==> src/rtl/div_hilo_ctrl_if.sv <==
// Signal bundle between the EX-stage pipeline, the radix-2 divider and the
// HI/LO division controller. The controller uses the slave modport.
interface div_hilo_ctrl_if;
  logic        ex_div_valid;
  logic        ex_div_sign;
  logic [31:0] ex_rs;
  logic [31:0] ex_rt;
  logic        ex_mthi;
  logic        ex_mtlo;
  logic [31:0] ex_wdata;
  logic        flush;
  logic        stall_req;
  logic [31:0] div_a;
  logic [31:0] div_b;
  logic        div_sign;
  logic        div_opn_valid;
  logic        div_rst;
  logic        div_res_valid;
  logic        div_res_ready;
  logic [63:0] div_result;
  logic [31:0] hi;
  logic [31:0] lo;

  modport master (
    output ex_div_valid, ex_div_sign, ex_rs, ex_rt, ex_mthi, ex_mtlo, ex_wdata,
    output flush, div_res_valid, div_result,
    input  stall_req, div_a, div_b, div_sign, div_opn_valid, div_rst,
    input  div_res_ready, hi, lo
  );

  modport slave (
    input  ex_div_valid, ex_div_sign, ex_rs, ex_rt, ex_mthi, ex_mtlo, ex_wdata,
    input  flush, div_res_valid, div_result,
    output stall_req, div_a, div_b, div_sign, div_opn_valid, div_rst,
    output div_res_ready, hi, lo
  );
endinterface

==> src/rtl/div_hilo_ctrl.sv <==
// EX-stage issue/writeback controller for DIV/DIVU: launches the divider,
// captures its result into HI/LO, handles MTHI/MTLO and flush aborts.
module div_hilo_ctrl (
  input  logic            clk,
  input  logic            resetn,
  div_hilo_ctrl_if.slave  bus
);

  typedef enum logic [1:0] {IDLE, ISSUE, WAIT, DONE} state_t;

  state_t      r_state;
  logic [31:0] r_hi;
  logic [31:0] r_lo;
  logic [31:0] r_div_a;
  logic [31:0] r_div_b;
  logic        r_div_sign;
  logic        r_opn_valid;
  logic        r_div_rst;
  logic        r_res_ready;

  logic w_div_go;
  logic w_move_ok;
  logic w_abort;

  assign w_div_go  = bus.ex_div_valid & ~bus.flush;
  assign w_move_ok = ~bus.ex_div_valid & ~bus.flush;
  assign w_abort   = bus.flush & ((r_state == ISSUE) | (r_state == WAIT));

  always_ff @(posedge clk or negedge resetn) begin
    if (!resetn) begin
      r_state     <= IDLE;
      r_hi        <= 32'd0;
      r_lo        <= 32'd0;
      r_div_a     <= 32'd0;
      r_div_b     <= 32'd0;
      r_div_sign  <= 1'b0;
      r_opn_valid <= 1'b0;
      r_div_rst   <= 1'b1;
      r_res_ready <= 1'b0;
    end else begin
      // Launch pulse and divider reset are single-cycle by construction.
      r_opn_valid <= 1'b0;
      r_div_rst   <= w_abort;
      case (r_state)
        IDLE: begin
          if (w_div_go) begin
            r_div_a     <= bus.ex_rs;
            r_div_b     <= bus.ex_rt;
            r_div_sign  <= bus.ex_div_sign;
            r_opn_valid <= 1'b1;
            r_state     <= ISSUE;
          end else if (w_move_ok) begin
            if (bus.ex_mthi) r_hi <= bus.ex_wdata;
            if (bus.ex_mtlo) r_lo <= bus.ex_wdata;
          end
        end
        ISSUE: begin
          if (bus.flush) begin
            r_state <= IDLE;
          end else begin
            r_state     <= WAIT;
            r_res_ready <= 1'b1;
          end
        end
        WAIT: begin
          // A result arriving with a flush belongs to a killed instruction.
          if (bus.flush) begin
            r_state     <= IDLE;
            r_res_ready <= 1'b0;
          end else if (bus.div_res_valid) begin
            r_hi        <= bus.div_result[63:32];
            r_lo        <= bus.div_result[31:0];
            r_state     <= DONE;
            r_res_ready <= 1'b0;
          end
        end
        DONE: begin
          r_state <= IDLE;
        end
        default: begin
          r_state <= IDLE;
        end
      endcase
    end
  end

  assign bus.stall_req     = w_div_go & (r_state != DONE);
  assign bus.div_a         = r_div_a;
  assign bus.div_b         = r_div_b;
  assign bus.div_sign      = r_div_sign;
  assign bus.div_opn_valid = r_opn_valid;
  assign bus.div_rst       = r_div_rst;
  assign bus.div_res_ready = r_res_ready;
  assign bus.hi            = r_hi;
  assign bus.lo            = r_lo;

endmodule
==> src/flat_wrapper.sv <==
// flat-port wrapper written by rule: the top's interface ports become plain ports
module div_hilo_ctrl_flat 
  (clk, resetn, bus_ex_div_valid, bus_ex_div_sign, bus_ex_rs, bus_ex_rt, bus_ex_mthi, bus_ex_mtlo, bus_ex_wdata, bus_flush, bus_div_res_valid, bus_div_result, bus_stall_req, bus_div_a, bus_div_b, bus_div_sign, bus_div_opn_valid, bus_div_rst, bus_div_res_ready, bus_hi, bus_lo);
  div_hilo_ctrl_if bus_i ();
  input  logic clk;
  input  logic resetn;
  input wire logic [$bits(bus_i.ex_div_valid)-1:0] bus_ex_div_valid;
  input wire logic [$bits(bus_i.ex_div_sign)-1:0] bus_ex_div_sign;
  input wire logic [$bits(bus_i.ex_rs)-1:0] bus_ex_rs;
  input wire logic [$bits(bus_i.ex_rt)-1:0] bus_ex_rt;
  input wire logic [$bits(bus_i.ex_mthi)-1:0] bus_ex_mthi;
  input wire logic [$bits(bus_i.ex_mtlo)-1:0] bus_ex_mtlo;
  input wire logic [$bits(bus_i.ex_wdata)-1:0] bus_ex_wdata;
  input wire logic [$bits(bus_i.flush)-1:0] bus_flush;
  input wire logic [$bits(bus_i.div_res_valid)-1:0] bus_div_res_valid;
  input wire logic [$bits(bus_i.div_result)-1:0] bus_div_result;
  output wire logic [$bits(bus_i.stall_req)-1:0] bus_stall_req;
  output wire logic [$bits(bus_i.div_a)-1:0] bus_div_a;
  output wire logic [$bits(bus_i.div_b)-1:0] bus_div_b;
  output wire logic [$bits(bus_i.div_sign)-1:0] bus_div_sign;
  output wire logic [$bits(bus_i.div_opn_valid)-1:0] bus_div_opn_valid;
  output wire logic [$bits(bus_i.div_rst)-1:0] bus_div_rst;
  output wire logic [$bits(bus_i.div_res_ready)-1:0] bus_div_res_ready;
  output wire logic [$bits(bus_i.hi)-1:0] bus_hi;
  output wire logic [$bits(bus_i.lo)-1:0] bus_lo;
  assign bus_i.ex_div_valid = bus_ex_div_valid;
  assign bus_i.ex_div_sign = bus_ex_div_sign;
  assign bus_i.ex_rs = bus_ex_rs;
  assign bus_i.ex_rt = bus_ex_rt;
  assign bus_i.ex_mthi = bus_ex_mthi;
  assign bus_i.ex_mtlo = bus_ex_mtlo;
  assign bus_i.ex_wdata = bus_ex_wdata;
  assign bus_i.flush = bus_flush;
  assign bus_i.div_res_valid = bus_div_res_valid;
  assign bus_i.div_result = bus_div_result;
  assign bus_stall_req = bus_i.stall_req;
  assign bus_div_a = bus_i.div_a;
  assign bus_div_b = bus_i.div_b;
  assign bus_div_sign = bus_i.div_sign;
  assign bus_div_opn_valid = bus_i.div_opn_valid;
  assign bus_div_rst = bus_i.div_rst;
  assign bus_div_res_ready = bus_i.div_res_ready;
  assign bus_hi = bus_i.hi;
  assign bus_lo = bus_i.lo;
  div_hilo_ctrl u_core (.clk(clk), .resetn(resetn), .bus(bus_i));
endmodule
==> config.mk <==
export PLATFORM = sky130hd
export DESIGN_NAME = div_hilo_ctrl_flat
export DESIGN_NICKNAME = d
export VERILOG_FILES = /design/src/rtl/div_hilo_ctrl_if.sv /design/src/rtl/div_hilo_ctrl.sv /design/src/flat_wrapper.sv
export SDC_FILE = /design/constraint.sdc
export NUM_CORES = 1
export LEC_CHECK = 0
export ABC_AREA = 1
export BUFFER_PORTS_ARGS = -buffer_cell sky130_fd_sc_hd__buf_4
export CORE_ASPECT_RATIO = 0.7
export CORE_MARGIN = 3
export CORE_UTILIZATION = 40
export DETAILED_ROUTE_END_ITERATION = 6
export PLACE_DENSITY = 0.74
export SLEW_MARGIN = 20
export SYNTH_ARGS = -nofsm -noshare
export SYNTH_HDL_FRONTEND = slang
export SYNTH_SLANG_ARGS = --single-unit
export TNS_END_PERCENT = 30
==> constraint.sdc <==
create_clock -name clk -period 1.6 [get_ports clk]
set_input_delay 0.32 -clock clk [delete_from_list [all_inputs] [get_ports clk]]
set_output_delay 0.32 -clock clk [all_outputs]
set_load 0.03 [all_outputs]
==> results of run 1 <==
[timing repair]
action                                 CTS  global route
cloned                                   0             7
buffers inserted                         1             4
pin swaps                                1             9
setup endpoints to repair               65           106
endpoints found under the hold margin   29             0
gates resized for setup                 13            45
hold buffers                             1             0
[worst min path at each step]
stage	end	slack, ns
after floorplan	u_core.bus.div_a[0]	0.02
after global placement	u_core.bus.div_b[17]	0.24
final	u_core.bus.div_a[23]	0.12
after global routing	u_core.bus.div_a[19]	0.10
after CTS	u_core.bus.div_a[22]	0.10
after detailed placement	u_core.bus.div_b[14]	0.25
[cell type report]
type | instances | area, sq um
multi-input cells | 556 | 2530
flip-flops and latches | 134 | 3350
clock buffers | 19 | 453
fillers | 1275 | 5010
inverters | 46 | 175
repair buffers | 341 | 2870
clock inverters | 12 | 175
well taps | 195 | 244
[cells in the mapped netlist (all sizes together)]
library cell,n
buf,36
inv,46
nor2,10
dfstp,1
nand3,65
o21ai,67
a21oi,2
nand2,406
clkbuf,11
dfrtp,133
ha,6
[through the flow]
step / power [W] / utilization (%) / hold WS, ns / setup WS (ns) / cell area, sq um
finish: 0.0213 / 66.2 / 0.116 / -0.0796 / 9800
global placement: 0.0159 / 59.1 / 0.245 / 0.0240 / 8750
global route: 0.0225 / 66.2 / 0.102 / -0.150 / 9800
detailed placement: 0.0161 / 59.1 / 0.246 / -0.0543 / 8750
floorplan: 0.0118 / - / 0.0244 / -0.00443 / 6120
CTS: 0.0204 / 63.7 / 0.101 / -0.0647 / 9440
[kinds of logic after synthesis]
family / after synthesis
AOI/OAI and AO/OA: 69
adders and majority gates: 6
and+or+nand+nor: 481
DFF: 134
buffers and inverters: 93
[registers in the layout, indices dropped and copies added (netlist names)]
signal and count:
u_core.r_state 2, u_core.bus.div_a 32, u_core.bus.div_rst 1, u_core.bus.lo 32, u_core.bus.div_sign 1, u_core.bus.div_b 32
u_core.bus.div_opn_valid 1, u_core.bus.hi 32, u_core.bus.div_res_ready 1
[critical path: cells and delay by family, from the launching register on]
kind / cells / cell delay, ns
flops: 1 / 0.40
buf+inv: 2 / 0.30
fa+ha+maj: 1 / 0.16
simple gates: 1 / 0.10
[power by group]
part | switching (W) | internal, W
Sequential | 0.000987 | 0.00499
Combinational | 0.00697 | 0.00418
Clock | 0.00145 | 0.00269
Total | 0.00941 | 0.0119
[metal layers]
metal | routed length, um | vias up | track usage (%)
met2 | 10200 | 266 | 36.5
met4 | 303 | 0 | 5.99
met5 | 0 | - | 0
li1 | - | 3049 | -
met3 | 1530 | 24 | 5.51
met1 | 8780 | 2966 | 29.9
==> impl_metrics.tcl, run 1 <==
set metrics [dict create \
    root_buffer "clkbuf_16" \
    crit_fanout 2 \
    clock_skew_ns 0.00681 \
    htree_levels 4 \
    slew_headroom_pct 75.6 \
    synth-compound-area-share_pct 5.64 \
    reg2reg_to "u_core.bus.lo[17]" \
    avgSynthCellArea_sq_um 7.82 \
    min_path_cells 3 \
    timing.critical_path.cells "buf_4, ha_4, nor2_4, buf_6" \
    r2r_start "u_core.r_state[1]" \
    endpoint_kind "primary output" \
    synth_xor_area_share_pct 0 \
    cts_tree "done" \
    cp_data_required_time_ns 1.28 \
    worstSkewPairLatency_ns 0.40 \
    clkSinkCount 134 \
    numPortBuffers 300 \
    path_clk_slew_ns 0.06 \
    critical_path.startpoint "u_core.r_state[0]" \
    drc 0 \
    final_hold_viol_count 0 \
    tns_ns -2.21 \
    ys_seq_elements 134 \
    synth_cell_types 16 \
    seq_area_frac_synth_pct 54.8 \
    start_util_pct 41.3 \
    synth_top_family_by_area "simple AND/OR/NAND/NOR gates" \
    synth_nets 957 \
    cp-endpoint "bus_stall_req" \
    syn_to_final_growth_pct 60.1 \
    num_rows 37 \
    status "finished with violations" \
    wire_per_inst_um 16.0 \
    coreArea_sq_mm 0.0148 \
    finalSetupViolCount 61 \
    grt_antenna_before_repair 0 \
    hold_class "input pin to register" \
    grt_pass1_wl_mm 30.1 \
    antenna_left 0 \
    grt_overflow 0 \
    crit_path_start_kind "register" \
    drtIter0Drc 492 \
    worstMarginPinSlew_ns 0.362 \
    insertedDiodeCount 0 \
    drv_slew 0 \
    yosys_warnings 0 \
    wirelength_mm 20.8 \
    grt_max_degree 67 \
    num_vias 6305 \
    power.leakage_nw 5.36 \
    hold_path.startpoint "bus_ex_rs[23]" \
    fp.dieH_um 110 \
    place.gp.congestion 0.859 \
    dieArea_sq_mm 0.0168 \
    finalCritPeriodShare_pct 105 \
    crit_slowest_cell "dfrtp_1" \
    syn_area_sq_mm 0.00612 \
    fin_ws_ns -0.0796 \
    layout_common_cells "nand2_1 (377), buf_4 (314), dfrtp_1 (133)" \
    peakVddDrop_v 0.00131 \
    num_io_pins 301 \
    final_common_cell "nand2_1" \
    yosys.area_share.simple_pct 31.4 \
    nets 1270 \
    grt_pass1_vias 5843 \
    slowest_delay_ns 0.40 \
    final_layout_size_suffix_gt1_share_pct 38.0 \
    instances_no_fill 1303 \
    violations "setup timing" \
    reg2regPathDepth 10 \
    rsz0062_at_grt "true" \
    syn_inst 783 \
    grt_usage_pct 22.2 \
    yosys.area.top_type "dfrtp_1" \
    synthTopCellsByArea "dfrtp_1 (54%), nand2_1 (25%), o21ai_0 (5.5%)" \
    firstDrtPassIters 5 \
    clk_path_buf_depth 2 \
    ff2ff_setup_slack_ns -0.08 \
    max_cap_violations 0 \
    critPathKind "register to primary output" \
    max_freq_mhz 595 \
    p_per_area_mw_per_mm2 2170 \
    cts_made_buffers 17 \
    hpwl_mm 14.3 \
    min_period_ns 1.68 \
    synth_top_area_share_pct 54.4 \
    dp.cells 1259 \
    die_w_um 154 \
    synth_mux_area_share_pct 0 \
    synthAdderAreaFrac_pct 1.23 \
    viasPerCell 4.84 \
    critPathArrivalTime_ns 1.36 \
]
No activity file was read; power rests on OpenSTA's default activity.
==> inputs of run 2 (changes only) <==
--- a/config.mk
+++ b/config.mk
@@ -12,6 +12,7 @@
 export CORE_UTILIZATION = 40
 export DETAILED_ROUTE_END_ITERATION = 6
 export PLACE_DENSITY = 0.74
+export SKIP_CTS_REPAIR_TIMING = 1
 export SLEW_MARGIN = 20
 export SYNTH_ARGS = -nofsm -noshare
 export SYNTH_HDL_FRONTEND = slang
==> impl_metrics.tcl, run 2 (same netlist as run 1, synthesis figures left out) <==
set metrics [dict create \
    grt_usage_pct 22.1 \
    slowest_delay_ns 0.41 \
    cp_data_required_time_ns 1.28 \
    power.leakage_nw 5.35 \
    grt_pass1_vias 5816 \
    dieArea_sq_mm 0.0168 \
    firstDrtPassIters 7 \
    finalSetupViolCount 65 \
    final_hold_viol_count 0 \
    num_rows 37 \
    grt_overflow 0 \
    power_w 0.0212 \
    drtIter0Drc 539 \
    grt_pass1_wl_mm 29.9 \
    clk_path_buf_depth 2 \
    timing.critical_path.cells "buf_6, ha_4, nor2_4, buf_6" \
    path_clk_slew_ns 0.06 \
    crit_path_start_kind "register" \
    layout_common_cells "nand2_1 (374), buf_4 (312), dfrtp_1 (133)" \
    antenna_left 0 \
    critical_path.startpoint "u_core.r_state[1]" \
    holdWs_ns 0.115 \
    cts_tree "done" \
    grt_max_degree 67 \
    rsz0062_at_grt "true" \
    drv_slew 0 \
    clock_skew_ns 0.00803 \
    syn_to_final_growth_pct 59.9 \
    peakVddDrop_v 0.00133 \
    final_common_cell "nand2_1" \
    num_vias 6264 \
    crit_fanout 3 \
    status "finished with violations" \
    finalCritPeriodShare_pct 105 \
    die_w_um 154 \
    p_per_area_mw_per_mm2 2170 \
    viasPerCell 4.81 \
    min_period_ns 1.68 \
    placed_area_sq_mm 0.00875 \
    final_layout_size_suffix_gt1_share_pct 38.3 \
    htree_levels 4 \
    post-route-cell-area_sq_mm 0.00979 \
    crit_slowest_cell "dfrtp_1" \
    crit_top_cell "buf_6" \
    utilization_pct 66.1 \
    num_io_pins 301 \
    r2r_start "u_core.r_state[0]" \
    reg2reg_to "u_core.bus.lo[26]" \
    critical_path_buf_inv_count 2 \
    start_util_pct 41.3 \
    fp.dieH_um 110 \
    hold_path.startpoint "bus_ex_rs[23]" \
    ff2ff_setup_slack_ns -0.05 \
    root_buffer "clkbuf_16" \
    hold_class "input pin to register" \
    worstSkewPairLatency_ns 0.40 \
    clkSinkCount 134 \
    worstMarginPinSlew_ns 0.358 \
    slew_headroom_pct 75.9 \
    cts_made_buffers 17 \
    max_freq_mhz 597 \
    fin_ws_ns -0.0754 \
    critPathKind "register to primary output" \
    violations "setup timing" \
    insertedDiodeCount 0 \
    place.gp.congestion 0.859 \
    wire_per_inst_um 16.0 \
    critPathArrivalTime_ns 1.36 \
    hpwl_mm 14.3 \
    cp-endpoint "bus_stall_req" \
    reg2regPathDepth 11 \
    wirelength_mm 20.8 \
    numPortBuffers 300 \
    crit_cells 4 \
    endpoint_kind "primary output" \
    max_cap_violations 0 \
    coreArea_sq_mm 0.0148 \
    drc 0 \
    nets 1269 \
    critPathTopFamily "flip-flops" \
    grt_antenna_before_repair 0 \
]
[run 2: cell count changes in the layout (fill, tap and decap cells not counted)]
cell and change:
nand3_2 +1, clkbuf_16 -1, nand2_2 +6, nor2_1 +1
nand3_1 -1, buf_4 -2, nor2_2 -1, ha_1 -1
ha_4 +1, o21ai_1 -1, nand2_4 -3, nand2_1 -3
buf_6 +2, o21ai_0 +1
[run 2: routing by layer]
metal	global-route usage, %	wire length, um
met1	29.8	8620
met2	36.2	10200
met3	5.55	1680
met4	6.05	324
met5	0	0
[run 2: final cells by class]
type                       count  area (sq um)
fill                        1280          5020
sequential                   134          3350
timing repair buffer         340          2850
tap                          195           244
clock buffer                  19           453
multi-input combinational    556          2540
clock inverter                12           175
inverter                      46           175
[run 2: power by group]
group          switching, W  total (W)  leakage, nW  internal (W)
Combinational       0.00695     0.0111         3.37       0.00416
Clock               0.00145    0.00414        0.313       0.00269
Sequential         0.000981    0.00597         1.67       0.00499
[run 2: worst min path at each step]
stage | endpoint | depth (start not counted) | slack [ns]
after floorplan | u_core.bus.div_a[0] | 0 | 0.02
after global placement | u_core.bus.div_b[17] | 1 | 0.24
after detailed placement | u_core.bus.div_b[14] | 1 | 0.25
after CTS | u_core.bus.div_b[14] | 1 | -0.18
after global routing | u_core.bus.div_a[19] | 3 | 0.10
final | u_core.bus.div_a[23] | 3 | 0.11
[run 2: stage by stage]
stage / setup WS, ns / cells / TNS (ns)
3_3_place_gp: 0.0240 / 1259 / 0
2_1_floorplan: -0.00443 / 783 / -0.133
6_report: -0.0754 / 1302 / -1.63
3_5_place_dp: -0.0543 / 1259 / -1.47
5_1_grt: -0.131 / 1302 / -7.36
4_1_cts: -0.211 / 1290 / -3.56
[run 2: worst min-delay path: stages]
cell and delay [ns]:
buf_4 0.08, nand2_1 0.04, nand2_1 0.05
==> inputs of run 3 (changes only) <==
==> constraint.sdc (replaced) <==
create_clock -name clk -period 1.5 [get_ports clk]
set_input_delay 0.3 -clock clk [delete_from_list [all_inputs] [get_ports clk]]
set_output_delay 0.3 -clock clk [all_outputs]
set_load 0.03 [all_outputs]
==> impl_metrics.tcl, run 3 (same netlist as run 1, synthesis figures left out) <==
set metrics [dict create \
    p_sw_share_pct 45.2 \
    root_buffer "clkbuf_16" \
    dieArea_sq_mm 0.0168 \
    grt_pass1_vias 5803 \
    violations "setup timing" \
    path_clk_slew_ns 0.06 \
    holdWs_ns 0.0866 \
    insertedDiodeCount 0 \
    layout_common_cells "nand2_1 (381), buf_4 (319), dfrtp_1 (132)" \
    drv_slew 0 \
    post-route-cell-area_sq_mm 0.00986 \
    grt_antenna_before_repair 0 \
    worstSkewPairLatency_ns 0.41 \
    clk_path_buf_depth 2 \
    final_layout_size_suffix_gt1_share_pct 39.1 \
    max_freq_mhz 603 \
    viasPerCell 4.80 \
    grt_max_degree 57 \
    p_per_area_mw_per_mm2 2280 \
    worstMarginPinSlew_ns 0.385 \
    reg2regPathDepth 9 \
    final_common_cell "nand2_1" \
    start_util_pct 41.3 \
    drtIter0Drc 461 \
    min_period_ns 1.66 \
    hold_path.startpoint "bus_ex_rt[18]" \
    firstDrtPassIters 5 \
    nFillCells 1249 \
    grt_pass1_wl_mm 30.1 \
    place.gp.congestion 0.869 \
    whs_endpoint "u_core.bus.div_b[18]" \
    status "finished with violations" \
    wire_per_inst_um 16.3 \
    cts_tree "done" \
    max_cap_violations 0 \
    placed_area_sq_mm 0.00878 \
    instances_no_fill 1311 \
    peakVddDrop_v 0.000968 \
    numPortBuffers 300 \
    crit_path_start_kind "register" \
    r2r_start "u_core.r_state[1]" \
    clock_skew_ns 0.0100 \
    drc 0 \
    num_rows 37 \
    hpwl_mm 14.5 \
    num_io_pins 301 \
    syn_to_final_growth_pct 61.0 \
    hold_class "input pin to register" \
    utilization_pct 66.6 \
    p_int_w 0.0123 \
    endpoint_kind "register" \
    cts_made_buffers 17 \
    dp.cells 1261 \
    critPathKind "register to register" \
    power.leakage_nw 5.38 \
    min_path_cells 3 \
    antenna_left 0 \
    finalCritPeriodShare_pct 111 \
    grt_usage_pct 22.5 \
    critPathArrivalTime_ns 2.00 \
    final_hold_viol_count 0 \
    htree_levels 4 \
    nets 1278 \
    wirelength_mm 21.3 \
    coreArea_sq_mm 0.0148 \
    grt_overflow 0 \
    clkSinkCount 134 \
    crit_fanout 16 \
    num_vias 6295 \
    power_frac_comb_pct 54.1 \
    reg2reg_to "u_core.bus.lo[12]" \
    fp.dieH_um 110 \
    p_switching_w 0.0102 \
    finalSetupViolCount 82 \
    tns_ns -7.13 \
    die_w_um 154 \
    seqPwrFrac_pct 28.3 \
    rsz0062_at_grt "true" \
    fin_ws_ns -0.158 \
    cp_data_required_time_ns 1.85 \
    p_clk_share_pct 17.6 \
    slew_headroom_pct 74.1 \
    ff2ff_setup_slack_ns -0.16 \
    critical_path.startpoint "u_core.r_state[1]" \
]
run 3: worst max path at each step:
stage	cells after the start	to
floorplan	11	u_core.bus.lo[0]
global placement	10	u_core.bus.hi[14]
detailed placement	10	u_core.bus.hi[14]
CTS	4	bus_stall_req
global route	4	bus_stall_req
finish	9	u_core.bus.lo[12]
run 3: layout make-up:
class | count | area [sq um] | share of cell area (%)
clock inverters | 12 | 105 | 1.07
well taps | 195 | 244 | 2.47
inverters | 46 | 178 | 1.80
repair buffers | 349 | 2960 | 30.0
flip-flops and latches | 134 | 3360 | 34.0
clock buffers | 19 | 453 | 4.59
multi-input cells | 556 | 2570 | 26.1
run 3: metrics by stage:
| step | total power, W | worst slack, ns |
|---|---|---|
| after floorplan | 0.0127 | -0.0294 |
| after global placement | 0.0171 | -0.0719 |
| after detailed placement | 0.0173 | -0.140 |
| after CTS | 0.0213 | -0.282 |
| after global routing | 0.0237 | -0.215 |
| final | 0.0225 | -0.158 |
run 3: worst max-delay path, stage by stage (launching register included):
cell and delay, ns:
dfrtp_2 0.43, buf_4 0.16, ha_4 0.17, nand2_2 0.08
nand2_4 0.07, nor2_4 0.20, buf_4 0.16, clkbuf_16 0.18
nand3_1 0.08, nand2_1 0.07
run 3: per-layer routing:
layer	vias to the layer above	routed length, um	global-route usage (%)
met5	-	0	0
met4	0	334	6.49
met3	29	1540	4.80
met2	249	10200	36.6
met1	2944	9270	30.9
li1	3073	-	-
run 3: power by group through the flow:
stage	Clock (W)	Combinational (W)	Sequential, W
2_1_floorplan	0	0.00323	0.00951
6_report	0.00396	0.0122	0.00635
4_1_cts	0.00403	0.0110	0.00628
5_1_grt	0.00421	0.0130	0.00655
3_3_place_gp	0	0.0108	0.00628
3_5_place_dp	0	0.0110	0.00630
